[src/rtl/axi_wr_slave.sv]
// AXI-style single-burst write responder for the DDR2 front end.
// Handshake rule used on every channel: a transfer happens in a cycle where
// valid and ready are both high at the rising clock edge; valid never waits
// on ready. All ready/valid outputs are decoded from state and FIFO status only.
module axi_wr_slave #(
  parameter int ADDR_WIDTH = 27,
  parameter int DATA_WIDTH = 16,
  parameter int FIFO_DEPTH = 16
) (
  input  logic                  clk,
  input  logic                  rstn,
  input  logic                  axi_awvalid,
  output logic                  axi_awready,
  input  logic [ADDR_WIDTH-1:0] axi_awaddr,
  input  logic [7:0]            axi_awlen,
  input  logic                  axi_wvalid,
  output logic                  axi_wready,
  input  logic [DATA_WIDTH-1:0] axi_wdata,
  input  logic                  axi_wlast,
  output logic                  axi_bvalid,
  input  logic                  axi_bready,
  output logic                  cmd_valid,
  input  logic                  cmd_ready,
  output logic [ADDR_WIDTH-1:0] cmd_addr,
  output logic [8:0]            cmd_len,
  output logic [DATA_WIDTH-1:0] dout,
  output logic                  dout_valid,
  input  logic                  dout_ready,
  input  logic                  wr_ack,
  output logic                  err
);

  localparam int PW = $clog2(FIFO_DEPTH);

  typedef enum logic [2:0] {
    S_IDLE,
    S_CMD,
    S_DATA,
    S_ACK,
    S_RESP
  } state_t;

  state_t                state;
  state_t                state_nxt;
  logic [8:0]            beats_left;
  logic                  ack_seen;
  logic [DATA_WIDTH-1:0] mem [FIFO_DEPTH];
  logic [PW-1:0]         wr_ptr;
  logic [PW-1:0]         rd_ptr;
  logic [PW:0]           count;
  logic                  fifo_full;
  logic                  aw_hs;
  logic                  w_hs;
  logic                  pop;
  logic                  last_beat;

  assign fifo_full  = (count == (PW+1)'(FIFO_DEPTH));
  assign dout_valid = (count != '0);
  assign dout       = mem[rd_ptr];
  assign aw_hs      = axi_awvalid && axi_awready;
  assign w_hs       = axi_wvalid && axi_wready;
  assign pop        = dout_valid && dout_ready;
  assign last_beat  = (beats_left == 9'd1);

  // State register
  always_ff @(posedge clk) begin
    if (!rstn) state <= S_IDLE;
    else       state <= state_nxt;
  end

  // Next-state decode
  always_comb begin
    state_nxt = state;
    case (state)
      S_IDLE: if (axi_awvalid)              state_nxt = S_CMD;
      S_CMD:  if (cmd_ready)                state_nxt = S_DATA;
      S_DATA: if (w_hs && last_beat)        state_nxt = S_ACK;
      S_ACK:  if (ack_seen || wr_ack)       state_nxt = S_RESP;
      S_RESP: if (axi_bready)               state_nxt = S_IDLE;
      default:                              state_nxt = S_IDLE;
    endcase
  end

  // Channel ready/valid outputs decoded from state and FIFO level
  always_comb begin
    axi_awready = (state == S_IDLE);
    cmd_valid   = (state == S_CMD);
    axi_wready  = (state == S_DATA) && !fifo_full;
    axi_bvalid  = (state == S_RESP);
  end

  // Command capture and beat countdown; command fields hold until the next AW
  always_ff @(posedge clk) begin
    if (!rstn) begin
      cmd_addr   <= '0;
      cmd_len    <= '0;
      beats_left <= '0;
    end else if (aw_hs) begin
      cmd_addr   <= axi_awaddr;
      cmd_len    <= (axi_awlen == 8'd0) ? 9'd256 : {1'b0, axi_awlen};
      beats_left <= (axi_awlen == 8'd0) ? 9'd256 : {1'b0, axi_awlen};
    end else if (w_hs) begin
      beats_left <= beats_left - 9'd1;
    end
  end

  // Remember a commit acknowledge that arrives before the last beat
  always_ff @(posedge clk) begin
    if (!rstn) begin
      ack_seen <= 1'b0;
    end else if (aw_hs) begin
      ack_seen <= 1'b0;
    end else if (wr_ack && (state == S_CMD || state == S_DATA || state == S_ACK)) begin
      ack_seen <= 1'b1;
    end
  end

  // Sticky WLAST error: the marker disagrees with the AWLEN-derived count
  always_ff @(posedge clk) begin
    if (!rstn)                                err <= 1'b0;
    else if (w_hs && (axi_wlast != last_beat)) err <= 1'b1;
  end

  // FIFO storage; contents need no reset because count gates visibility
  always_ff @(posedge clk) begin
    if (w_hs) mem[wr_ptr] <= axi_wdata;
  end

  // FIFO pointers and occupancy; simultaneous push and pop keep count
  always_ff @(posedge clk) begin
    if (!rstn) begin
      wr_ptr <= '0;
      rd_ptr <= '0;
      count  <= '0;
    end else begin
      if (w_hs) wr_ptr <= wr_ptr + 1'b1;
      if (pop)  rd_ptr <= rd_ptr + 1'b1;
      case ({w_hs, pop})
        2'b10:   count <= count + 1'b1;
        2'b01:   count <= count - 1'b1;
        default: count <= count;
      endcase
    end
  end

endmodule

[config.mk]
export PLATFORM = sky130hd
export DESIGN_NAME = axi_wr_slave
export DESIGN_NICKNAME = d
export VERILOG_FILES = /design/src/rtl/axi_wr_slave.sv
export SDC_FILE = /design/constraint.sdc
export NUM_CORES = 1
export LEC_CHECK = 0
export CORE_MARGIN = 3
export CORE_UTILIZATION = 54
export DETAILED_ROUTE_END_ITERATION = 8
export MAX_ROUTING_LAYER = met4
export PLACE_DENSITY = 0.76
export SLEW_MARGIN = 15
export SYNTH_ARGS = -nofsm -noshare
export SYNTH_HDL_FRONTEND = slang
export SYNTH_SLANG_ARGS = --single-unit
[constraint.sdc]
create_clock -name clk -period 7.6 [get_ports clk]
set_input_delay 0.76 -clock clk [delete_from_list [all_inputs] [get_ports clk]]
set_output_delay 0.76 -clock clk [all_outputs]
set_load 0.01 [all_outputs]
**After elaboration in Yosys (flattened, before gate mapping)**

Memory sizes are Yosys's and may differ from the RTL's. A register that Yosys moved wholly into a read port is not among the register bits.
Cells that the tools add are included.

- Memories kept: 1
- Memory bits (writable): 256
- Bits in registers: 63
- Input port bits: 60

- $add $sub $neg: 5
- Eq/ne operators: 14
- Reductions and logical operators: 18
- Muxes and demuxes: 14
- Bitwise operators: 1

Memories:

| memory | depth | bits a word | rd ports | clocked after Yosys merged registers in | write ports | line | RTL |
|---|---|---|---|---|---|---|---|
| mem | 16 | 16 | 1 | 1 | 1 | 47 | `logic [DATA_WIDTH-1:0] mem [FIFO_DEPTH];` |

Operators with widths:

| cell | number |
|---|---|
| $mux W9 | 3 |
| $mux W3 | 5 |
| $pmux W3 S5 | 1 |
| $pmux W5 S2 | 1 |
| $eq A9 B1 Y1 const B | 1 |
| $sub A9 B1 Y9 const B | 1 |
| $add A4 B1 Y4 const B | 2 |
| $logic_not A8 Y1 | 1 |
| $mux W4 | 2 |
| $logic_and A1 B1 Y1 | 7 |
| $eq A3 B2 Y1 const B | 2 |
| $ne A2 B2 Y1 const B | 3 |
| $add A5 B1 Y5 const B | 1 |
| $eq A5 B5 Y1 const B | 1 |
| $reduce_and A5 Y1 | 1 |
| $reduce_bool A5 Y1 | 1 |
| $sub A5 B1 Y5 const B | 1 |
| $ne A2 B1 Y1 const B | 2 |
| $reduce_bool A2 Y1 | 2 |
| $eq A3 B1 Y1 const B | 1 |
| $eq A3 B3 Y1 const B | 1 |
| $logic_not A3 Y1 | 1 |
| $logic_or A1 B1 Y1 | 3 |
| $eq A2 B1 Y1 const B | 1 |
| other kinds (6) | 7 |

**Longest topological paths before layout**

- Depth after elaboration: 7
- Gate-level depth with buffers: 13
- Gate-level depth less buffers: 10

**Worst setup path before layout**

No wires, ideal clock.

- Path kind: input-to-reg
- From: input port axi_wvalid
- To: memory mem[0][0], enable pin
- Cell stages on the path: 5
- Setup slack: 4.513 ns
- Arrival: 2.678 ns
- Buffers on the path: 1
- Cell sequence: nand4bb_1 a21oi_1 buf_2 nand2_1 nor3_1

- Cells in the longest elaborated chain, start to end: 3

Ends and longest elaborated chain:

| what | line | RTL |
|---|---|---|
| start, declared | 16 | `input logic axi_wvalid,` |
| $logic_and A1 B1 Y1 | 61 | `assign w_hs = axi_wvalid && axi_wready;` |
| $mux W1 | 126 | `if (w_hs) mem[wr_ptr] <= axi_wdata;` |
| $mux W1 (not written as such) | 126 |  |
| end, declared | 47 |  |

Every way passes these cells.

==> flow_metrics.py <==
metrics = {
    "setup_path": {
        "cp_max_fo": 33,
        "critPathCaptureType": "primary output",
        "critPathRequiredTime_ps": 6840,
        "startpoint_type": "flip-flop",
        "r2r_setup_slack_ps": 4040,
        "timing.critical_path.arrival_ps": 3520,
        "path_class": "flip-flop to primary output",
    },
    "power": {
        "power_density_nw_per_um2": 279,
        "totalPowerFinal_mw": 4.25,
        "peakVddDrop_mv": 0.186,
        "p_leak_nw": 4.90,
    },
    "global_route": {
        "grt_pass1_wl_microns": 43100,
        "antenna_found_initial": 1,
        "grt_max_degree": 65,
        "grt_overflow_total": 0,
        "grt_usage_pct": 22.6,
        "grt_pass1_vias": 7446,
    },
    "timing": {
        "max_slew_margin_pct": 20.9,
        "slew_viol_final": 0,
        "finalClockSkew_ps": 15.6,
        "grt_setup_unrepaired": "no",
        "period_needed_ps": 4280,
        "fmax_ghz": 0.234,
        "finalSetupViolations": 0,
        "fin_crit_sh_pct": 56.3,
        "setup-tns-final_ps": 0,
        "finalHoldViolations": 0,
        "worstMarginPinSlew_ps": 1190,
    },
    "die": {
        "fp.coreArea_sq_um": 22800,
        "die_h_microns": 159,
        "initial_core_util_pct": 55.3,
        "rows": 55,
        "die_w_microns": 159,
        "ios": 118,
        "dieArea_sq_um": 25300,
    },
    "route": {
        "drt-initial-drc-count": 624,
        "routed.top_layer": "met4",
        "wl_per_cell_microns": 22.5,
        "wl_met3_microns": 1760,
        "wl_met1_microns": 11300,
        "wirelength_microns": 27200,
        "route.detailed.drc": 0,
        "via_per_inst": 5.91,
        "via_count": 7134,
        "dr.pass1.iters": 4,
        "postRouteAntennaNets": 0,
        "dr_wl_met2_microns": 13500,
    },
    "synth": {
        "yosys-top-cells-count": "edfxtp_1 (256), nand2_1 (84), mux4_2 (80)",
        "synth.most_common_cell": "edfxtp_1",
        "ys_async_sr_fraction_pct": 0,
        "syn-num-nets": 809,
        "synth_area_leaders": "edfxtp_1 (61%), mux4_2 (14%), dfxtp_1 (11%)",
        "ys_seq_area_share_pct": 71.5,
        "syn_area_sq_um": 12600,
        "synth-seq-cells": 323,
        "synth_cell_types": 51,
        "synth_warnings": 0,
        "synth_edf_count": 256,
        "synth_ff_type": "edfxtp_1",
        "syn_inst": 738,
        "avgSynthCellArea_sq_um": 17.1,
        "synth_top_area_share_pct": 60.8,
        "synth_top_area_cell": "edfxtp_1",
    },
    "clock_tree": {
        "clkLatencyLatePin_ps": 500,
        "clkSinkCount": 323,
        "cts-root-buf": "clkbuf_16",
        "cts_hold_buf": 0,
        "cts_setup_buffers": 0,
        "post_cts_resized": 0,
        "htree_levels": 2,
        "path_clk_slew_ps": 60,
        "cts_buffer_depth": 3,
        "cts_tree": "done",
        "numCtsBuffers": 34,
    },
    "run": {
        "cap_violations": 0,
    },
    "run_status": {
        "outcome": "finished clean",
    },
    "cells_and_area": {
        "ff_latch_area_sq_um": 9030,
        "multiInputGateArea_sq_um": 3410,
        "nets": 940,
        "drive_above_1_share_pct": 18.4,
        "filler_cell_count": 1514,
        "area_growth_pct": 20.5,
    },
    "placement": {
        "gp_congestion": 0.794,
        "dp_hpwl_microns": 16100,
        "io_buffers": 117,
    },
    "worst_hold_path": {
        "hp-class": "flip-flop to flip-flop",
    },
}
-- cell families after synthesis --
logic type                 synth area share (%)
xor gates and xnor gates                  0.555
adders and majority gates                  1.09
buffers and inverters                      1.84
DFF                                        71.5
and+or+nand+nor                            5.98
muxes                                      14.7
AOI/OAI and AO/OA                          4.42
-- through the flow --
step	instance area [sq um]	setup WS [ps]	hold slack, ps	std cells	utilization [%]
2_1_floorplan	12600	4510	450	738	-
3_3_place_gp	14200	3220	443	1146	62.2
3_5_place_dp	14200	2980	448	1146	62.2
4_1_cts	15200	3210	459	1206	66.6
5_1_grt	15200	3070	478	1207	66.7
6_report	15200	3320	456	1207	66.7
-- worst paths after layout --
check | cells past startpoint | end | startpoint
worst max-delay path | 4 | dout[5] | flip-flop
worst min-delay path | 2 | cmd_addr[3] | cmd_addr[3]
worst max register to register | 10 | count[4] | state[1]
worst min register to register | 2 | cmd_addr[3] | cmd_addr[3]
-- cell usage in the layout, fill, tap and decap left out, drive strengths merged, types with 4 or more instances in the layout --
| master | n |
|---|---|
| o21a | 5 |
| a21oi | 49 |
| nor2 | 28 |
| a31oi | 5 |
| clkinv | 11 |
| mux2i | 5 |
| nand2b | 4 |
| edfxtp | 256 |
| clkdlybuf4s50 | 117 |
| mux4 | 80 |
| clkbuf | 46 |
| ha | 11 |
| nor4 | 5 |
| buf | 22 |
| or3 | 6 |
| nor3 | 12 |
| xor2 | 7 |
| dfxtp | 67 |
| o21ai | 8 |
| nand3 | 10 |
| nand2 | 84 |
| inv | 14 |
-- sequential cells by signal (all words and copies together) (netlist names), named ones only --
signal,flops
mem,256
cmd_addr,27
beats_left,9
cmd_len,9
count,5
rd_ptr,4
wr_ptr,4
state,3
ack_seen,1
err,1
-- layout make-up --
cell class	count	share of cell area (%)
sequential	323	59.3
multi-input combinational	358	22.4
clock inverter	14	0.616
inverter	13	0.320
antenna	1	0.0164
tap	313	2.57
timing repair buffer	139	8.77
clock buffer	46	6.02
-- worst max-delay path, cell delays in order (launching register included) --
cell	delay (ps)
dfxtp_4	770
buf_4	640
mux4_2	600
mux4_2	480
clkdlybuf4s50_1	490
-- metal layers --
| metal | track usage, % | vias to the layer above |
|---|---|---|
| met5 | - | - |
| met4 | 5.57 | 0 |
| met3 | 3.72 | 58 |
| met2 | 36.7 | 320 |
| met1 | 30.7 | 3602 |
| li1 | - | 3154 |
-- report_power, final --
group          total [mW]  internal, mW  switching, mW  leakage (nW)
Combinational       0.701         0.408          0.293          1.55
Clock                1.52         0.881          0.639         0.492
Sequential           2.03          1.94         0.0862          2.85
Total                4.25          3.23           1.02          4.90
Note: power is estimated with default switching activity, not from simulation.
